===== src/rtl/uart_tx_queue.sv =====
// Byte FIFO plus transmit sequencer feeding a UART PHY one byte at a time.
// Define UART_TX_QUEUE_OVF_EN to enable the sticky overflow flag.
module uart_tx_queue #(
  parameter int DEPTH  = 16,
  parameter int ADDR_W = 4
) (
  input  logic              clk,
  input  logic              rst,
  input  logic              wr_en,
  input  logic [7:0]        wr_data,
  output logic              full,
  output logic              empty,
  output logic [ADDR_W:0]   count,
  output logic              tx_transmit,
  output logic [7:0]        tx_byte,
  input  logic              tx_busy,
  input  logic              clr_ovf,
  output logic              overflow
);

  typedef enum logic [1:0] {
    IDLE,
    ISSUE,
    WAIT_BUSY,
    WAIT_DONE
  } state_t;

  localparam logic [ADDR_W:0] CNT_LAST = (ADDR_W + 1)'(DEPTH - 1);
  localparam logic [ADDR_W:0] CNT_ONE  = (ADDR_W + 1)'(1);

  logic [7:0]        mem [DEPTH];
  logic [ADDR_W-1:0] wr_ptr;
  logic [ADDR_W-1:0] rd_ptr;
  state_t            state;
  logic              push;
  logic              pop;

  // A write against a full queue is dropped even if a pop frees a slot that same edge.
  assign push = wr_en && !full;
  assign pop  = (state == IDLE) && !empty && !tx_busy;

  // NOTE: storage is deliberately not reset; pointers and count define validity.
  always_ff @(posedge clk) begin
    if (push) mem[wr_ptr] <= wr_data;
  end

  // NOTE: sequential state uses non-blocking assignments so all registers see pre-edge values.
  always_ff @(posedge clk or negedge rst) begin
    if (!rst) begin
      wr_ptr <= '0;
      rd_ptr <= '0;
      count  <= '0;
      full   <= 1'b0;
      empty  <= 1'b1;
    end else begin
      if (push) wr_ptr <= wr_ptr + 1'b1;
      if (pop)  rd_ptr <= rd_ptr + 1'b1;
      case ({push, pop})
        2'b10: begin
          count <= count + 1'b1;
          full  <= (count == CNT_LAST);
          empty <= 1'b0;
        end
        2'b01: begin
          count <= count - 1'b1;
          full  <= 1'b0;
          empty <= (count == CNT_ONE);
        end
        default: ;
      endcase
    end
  end

  always_ff @(posedge clk or negedge rst) begin
    if (!rst) begin
      state       <= IDLE;
      tx_transmit <= 1'b0;
      tx_byte     <= 8'h00;
    end else begin
      tx_transmit <= 1'b0;
      case (state)
        IDLE: begin
          if (pop) begin
            tx_byte     <= mem[rd_ptr];
            tx_transmit <= 1'b1;
            state       <= ISSUE;
          end
        end
        ISSUE:     state <= WAIT_BUSY;
        WAIT_BUSY: if (tx_busy)  state <= WAIT_DONE;
        WAIT_DONE: if (!tx_busy) state <= IDLE;
        default:   state <= IDLE;
      endcase
    end
  end

`ifdef UART_TX_QUEUE_OVF_EN
  // A drop on the same edge as a clear wins so no lost byte goes unreported.
  always_ff @(posedge clk or negedge rst) begin
    if (!rst) begin
      overflow <= 1'b0;
    end else if (wr_en && full) begin
      overflow <= 1'b1;
    end else if (clr_ovf) begin
      overflow <= 1'b0;
    end
  end
`else
  logic unused_clr_ovf;
  assign unused_clr_ovf = clr_ovf;
  assign overflow       = 1'b0;
`endif

endmodule


===== config.mk =====
export PLATFORM = sky130hd
export DESIGN_NAME = uart_tx_queue
export DESIGN_NICKNAME = d
export VERILOG_FILES = /design/src/rtl/uart_tx_queue.sv
export SDC_FILE = /design/constraint.sdc
export NUM_CORES = 1
export LEC_CHECK = 0
export CAP_MARGIN = 20
export CORE_UTILIZATION = 45
export CTS_BUF_LIST = sky130_fd_sc_hd__clkbuf_2 sky130_fd_sc_hd__clkbuf_4 sky130_fd_sc_hd__clkbuf_8
export CTS_CLUSTER_DIAMETER = 100
export DETAILED_ROUTE_END_ITERATION = 12
export SYNTH_ARGS = -nofsm -noshare
export SYNTH_HDL_FRONTEND = slang
export SYNTH_SLANG_ARGS = --single-unit

===== constraint.sdc =====
create_clock -name clk -period 5.9 [get_ports clk]
set_input_delay 0.885 -clock clk [delete_from_list [all_inputs] [get_ports clk]]
set_output_delay 0.885 -clock clk [all_outputs]
set_load 0.005 [all_outputs]

==> After elaboration in Yosys (flattened, before gate mapping) <==
Memories as Yosys holds them, arrays and structs flattened. A register that Yosys moved wholly into a read port is not among the register bits.
Cells that the tools add are included.
{ "totals": {"ff_bits": 18, "mem_bits_rw": 128, "inputBits": 13, "memories": 1} }
{ "op_classes": {"n_addsub": 4, "n_eq_ne": 10, "mux": 11, "reduce_logical": 11} }
{ "memory_table": {"columns": ["memory", "depth", "word_bits", "read_ports", "rd_ports_with_merged_regs", "wr", "line_no", "text"], "rows": [
  ["mem", 16, 8, 1, 1, 1, "31", "logic [7:0] mem [DEPTH];"]
]} }
{ "op_table": {"columns": ["op", "count"], "rows": [
  ["5-bit one-hot mux with 2 select lines", 1],
  ["4-bit by 1-bit adder with 4-bit output (second input constant)", 2],
  ["2-bit one-hot mux with 4 select lines", 1],
  ["2-bit == test (second input constant)", 3],
  ["2-bit 2-to-1 mux", 3],
  ["2-bit inequality test (second input constant)", 3],
  ["5-bit by 1-bit adder with 5-bit output (second input constant)", 1],
  ["5-bit by 1-bit == test with 1-bit output (second input constant)", 1],
  ["5-bit by 4-bit == test with 1-bit output (second input constant)", 1],
  ["5-bit by 1-bit subtractor with 5-bit output (second input constant)", 1],
  ["2-bit by 1-bit == test with 1-bit output (second input constant)", 2],
  ["1-bit logical NOT", 4],
  ["1-bit 2-to-1 mux", 4],
  ["1-bit one-hot mux with 2 select lines", 2],
  ["1-bit logical AND", 3],
  ["3-bit AND reduction", 1],
  ["2-bit logical NOT", 1],
  ["2-bit AND reduction", 1],
  ["2-bit nonzero test", 1]
]} }

==> Logic depth before layout (Yosys ltp) <==
{ "logic_depth": {"ltp_word": 5, "mapped_depth": 9} }

==> Least setup slack after synthesis <==
No wires, ideal clock.
{ "synth_path": {"path_kind": "input to register", "startpoint": "input port wr_en", "endpoint": "memory mem[3][0] (enable)", "setup_ns": 0.383, "t_arrival_ns": 2.038, "required_ns": 5.517, "slack_ns": 3.479, "cell_stages": 4, "n_path_buf": 1, "cell_sequence": "nor2b_1 clkbuf_1 nand2_1 nor3_1"} }
{ "synth_via": {"elab_chain_cells": 3} }
{ "synth_lines": {"columns": ["element", "line_no", "text"], "rows": [
  ["start, declared", "9", "input logic wr_en,"],
  ["1-bit logical AND", "39", "assign push = wr_en && !full;"],
  ["1-bit 2-to-1 mux", "44", "if (push) mem[wr_ptr] <= wr_data;"],
  ["1-bit 2-to-1 mux (not written as such)", "44", null],
  ["end, declared", "31", null]
]} }
Every way passes these cells.

==> Worst setup path in the final report <==
{ "layout_path": {"startpoint": "input port tx_busy", "endpoint": "register count[3]"} }
{ "layout_via": {"elab_chain_cells": 4, "word_cells_on_any_way": 6} }
{ "layout_lines": {"columns": ["element", "line_no", "text"], "rows": [
  ["start, declared", "16", "input logic tx_busy,"],
  ["1-bit logical NOT (*)", null, null],
  ["1-bit logical AND (*)", "40", "assign pop = (state == IDLE) && !empty && !tx_busy;"],
  ["net pop", "36", "logic pop;"],
  ["2-bit by 1-bit == test with 1-bit output or 2-bit == test (tied branches)", "58", "case ({push, pop})"],
  ["5-bit one-hot mux with 2 select lines or 2-bit nonzero test (tied branches)", null, null],
  ["end signal, assigned", "60", "count <= count + 1'b1;"],
  ["end signal, assigned", "65", "count <= count - 1'b1;"],
  ["end, declared", "13", "output logic [ADDR_W:0] count,"]
]} }
Mark *: on every way through the listed nets, which the timed path passes. The rest lies on a longest branch.
A chain may end at the register's enable or synchronous reset.

==> summary.md <==
| Metric | Value |
|---|---|
| Startpoint types | `primary input` |
| CTS tree | `built` |
| Clk_skew | `0.00789 ns` |
| CP endpoint kind | `flip-flop` |
| Share of layout cells above drive strength 1 | `0.160` |
| CTS buffer count | `17` |
| Post-CTS repair timing setup buffer count | `0` |
| Global placement routability congestion | `0.773` |
| Number of cells on the worst reg-to-reg path | `9` |
| Net load switching power | `0.978 mW` |
| Worst r2r src | `state[0]$_DFFE_PN0P_` |
| Nets@finish | `408` |
| DRC | `0` |
| Hold_buf cts | `0` |
| Synth cell types | `35` |
| Top cells by area, synth | `edfxtp_1 61%, dfrtp_1 9.9%, mux4_2 7.5%` |
| RSZ-0062 raised after global routing | `no` |
| I/O pin count | `30` |
| Switching share of power | `0.301` |
| Highest clock rate | `348 MHz` |
| # setup viols final | `0` |
| Clock power frac | `0.256` |
| Gr usage total | `0.179` |
| Synth top area share | `0.610` |
| TritonRoute pass-1 iters | `4` |
| Net count after synthesis | `371` |
| Crit path required time | `6.27 ns` |
| Measured slew at the worst slew-check pin | `1.05 ns` |
| Synth cell count leaders | `128 x edfxtp_1, 25 x dfrtp_1, 25 x nand2_1` |
| Final Hold Violating Endpoints | `0` |
| Vias | `3045` |
| Die Ht | `120 um` |
| PD cells | `455 nW/um^2` |
| Cell taking the most area after synthesis | `edfxtp_1` |
| First-pass GRT wire length | `18000 um` |
| Fin crit period | `2.88 ns` |
| Area added between synthesis and finish | `13.3%` |
| Async S/R FF share, synth | `0.169` |
| DR vias/cell | `5.34` |
| Antenna violations before repair | `0` |
| GR Overflow Total | `0` |
| Hold Path Class | `reg2reg` |
| Gate Count Post-Synth | `344` |
| Setup CP Type | `in2reg` |
| Worst slew margin | `0.299` |
| Ys Warns | `0` |
| Synth Cell Area | `6300 um^2` |
| HP Start | `tx_byte[3]$_DFFE_PN0P_` |
| WL per Instance | `20.3 um` |
| Pin count of the biggest net entering global routing | `37` |
| Crit-path max FO | `13` |
| Initial Util | `0.468` |
| Clock latency on the worst-skew pair | `0.44 ns` |
| Clk pin slew, worst setup/hold paths | `0.08 ns` |
| Max Transition Viols Final | `0` |
| Port bufs | `27` |
| Seq/Total Area, Yosys | `0.713` |
| Pleak | `2.51 nW` |
| Crit path from | `tx_busy` |
| Row cnt | `42` |
| Top-count cell post-synth | `edfxtp_1` |
| CTS root buffer | `clkbuf_8` |
| Peak supply drop | `0.000151 V` |
| Tcrit/Tclk final | `0.487` |
| Clock sink total | `154` |
| Seq pwr share | `0.462` |
| Power, Total | `3.25 mW` |
| Post-synth EDFFs | `128` |
| Core Region | `13500 um^2` |
| Outcome | `completed` |
| Max-cap violations | `0` |
| Synth Area per Inst | `18.3 um^2` |
| H-tree depth | `4` |
| Ant diodes | `0` |
| Max clock buf depth | `2` |
| #FFs+latches synth | `154` |
| Post-synth top flop | `edfxtp_1` |
| Number of global-route vias before repair | `3169` |
| Routed Wire Length | `11500 um` |
| Combinational share of power | `0.281` |
| Hold Path Cell Cnt | `2` |
| Total internal power | `2.27 mW` |
| Die W | `120 um` |
| Number of DRC markers in iteration 0 | `213` |
| Critical Path AT | `3.25 ns` |
| DIE AREA | `14500 um^2` |
| Antenna Nets Post-Route | `0` |
| Setup TNS | `0 ns` |
| Post-CTS sizing | `0` |
| Post-DP HPWL | `7240 um` |
-- worst max-delay path, cell delays in order --
cell             delay, ns
clkdlybuf4s50_1       0.47
nor2_1                0.12
nand2_1               0.27
inv_1                 0.31
ha_1                  0.33
inv_1                 0.12
or4_1                 0.41
a21oi_1               0.18
xor2_1                0.15
-- sequential cells by signal, indices dropped and copies added, names as in the netlist --
signal and flops:
rd_ptr 4, full 1, tx_byte 8, empty 1, tx_transmit 1, wr_ptr 4
count 5, mem 128, state 2
-- power groups by stage --
stage	Combinational, mW	Sequential, mW	Clock, mW
after detailed placement	0.928	1.53	0
after CTS	0.932	1.51	0.857
after floorplan	0.720	1.44	0
after global routing	1.01	1.53	0.892
final	0.915	1.50	0.833
after global placement	0.914	1.52	0
-- cell families (layout without fill, tap and decap cells) --
kind of cell / after synthesis / after routing / synth area share
and+or+nand+nor: 67 / 67 / 0.0477
muxes: 51 / 51 / 0.149
other: 1 / 1 / 0.000595
xor gates and xnor gates: 9 / 9 / 0.0125
adders and majority gates: 14 / 14 / 0.0278
AOI/OAI and AO/OA: 21 / 21 / 0.0226
buffers and inverters: 27 / 77 / 0.0266
DFF: 154 / 154 / 0.713
-- layout make-up --
cell class,count,area (um^2)
clock buffer,18,241
inverter,11,41.3
clock inverter,14,179
fill,1085,6310
timing repair buffer,34,323
multi-input combinational,163,1640
tap,176,220
sequential,154,4500
-- path summary, 6_finish.rpt --
path | endpoint | slack (ns)
hold reg to reg | tx_byte[3]$_DFFE_PN0P_ | 0.50
min in group asynchronous | count[4]$_DFFE_PN0P_ | 0.81
max in group asynchronous | empty$_DFFE_PN1P_ | 4.78
setup reg to reg | count[3]$_DFFE_PN0P_ | 3.32
hold / removal | tx_byte[3]$_DFFE_PN0P_ | 0.50
setup / recovery | count[3]$_DFFE_PN0P_ | 3.02
-- layout by cell type, fill, tap and decap left out, drive strengths merged --
cell           count
edfxtp           128
mux4              31
clkdlybuf4s50     27
nand2             25
dfrtp             25
nor2              19
mux2i             19
clkbuf            18
ha                14
inv               11
o221ai             8
clkinv             8
nor3               7
xnor2              7
buf                7
o21ai              7
nand2b             4
nand4              4
bufinv             4
a21oi              3
nor2b              2
nand3              2
xor2               2
clkinvlp           2
and3               1
nand3b             1
or3                1
o211ai             1
or4                1
a21o               1
o21bai             1
mux2               1
conb               1
dfstp              1
-- layer usage --
layer | vias to the layer above | track usage | routed length, um
met5 | - | 0 | 0
met4 | 0 | 0.0787 | 228
met3 | 19 | 0.0429 | 516
met2 | 80 | 0.296 | 5850
met1 | 1536 | 0.225 | 4960
li1 | 1410 | - | -
-- metrics by stage --
step	util	setup slack, ns	cell area, um^2	std cells	hold slack (ns)
2_1_floorplan	-	3.48	6300	344	0.480
3_3_place_gp	0.499	2.59	6720	538	0.488
3_5_place_dp	0.499	2.57	6720	538	0.479
4_1_cts	0.531	3.05	7140	570	0.503
5_1_grt	0.531	2.82	7140	570	0.527
6_report	0.531	3.02	7140	570	0.501
Note: power is estimated with default switching activity, not from simulation.
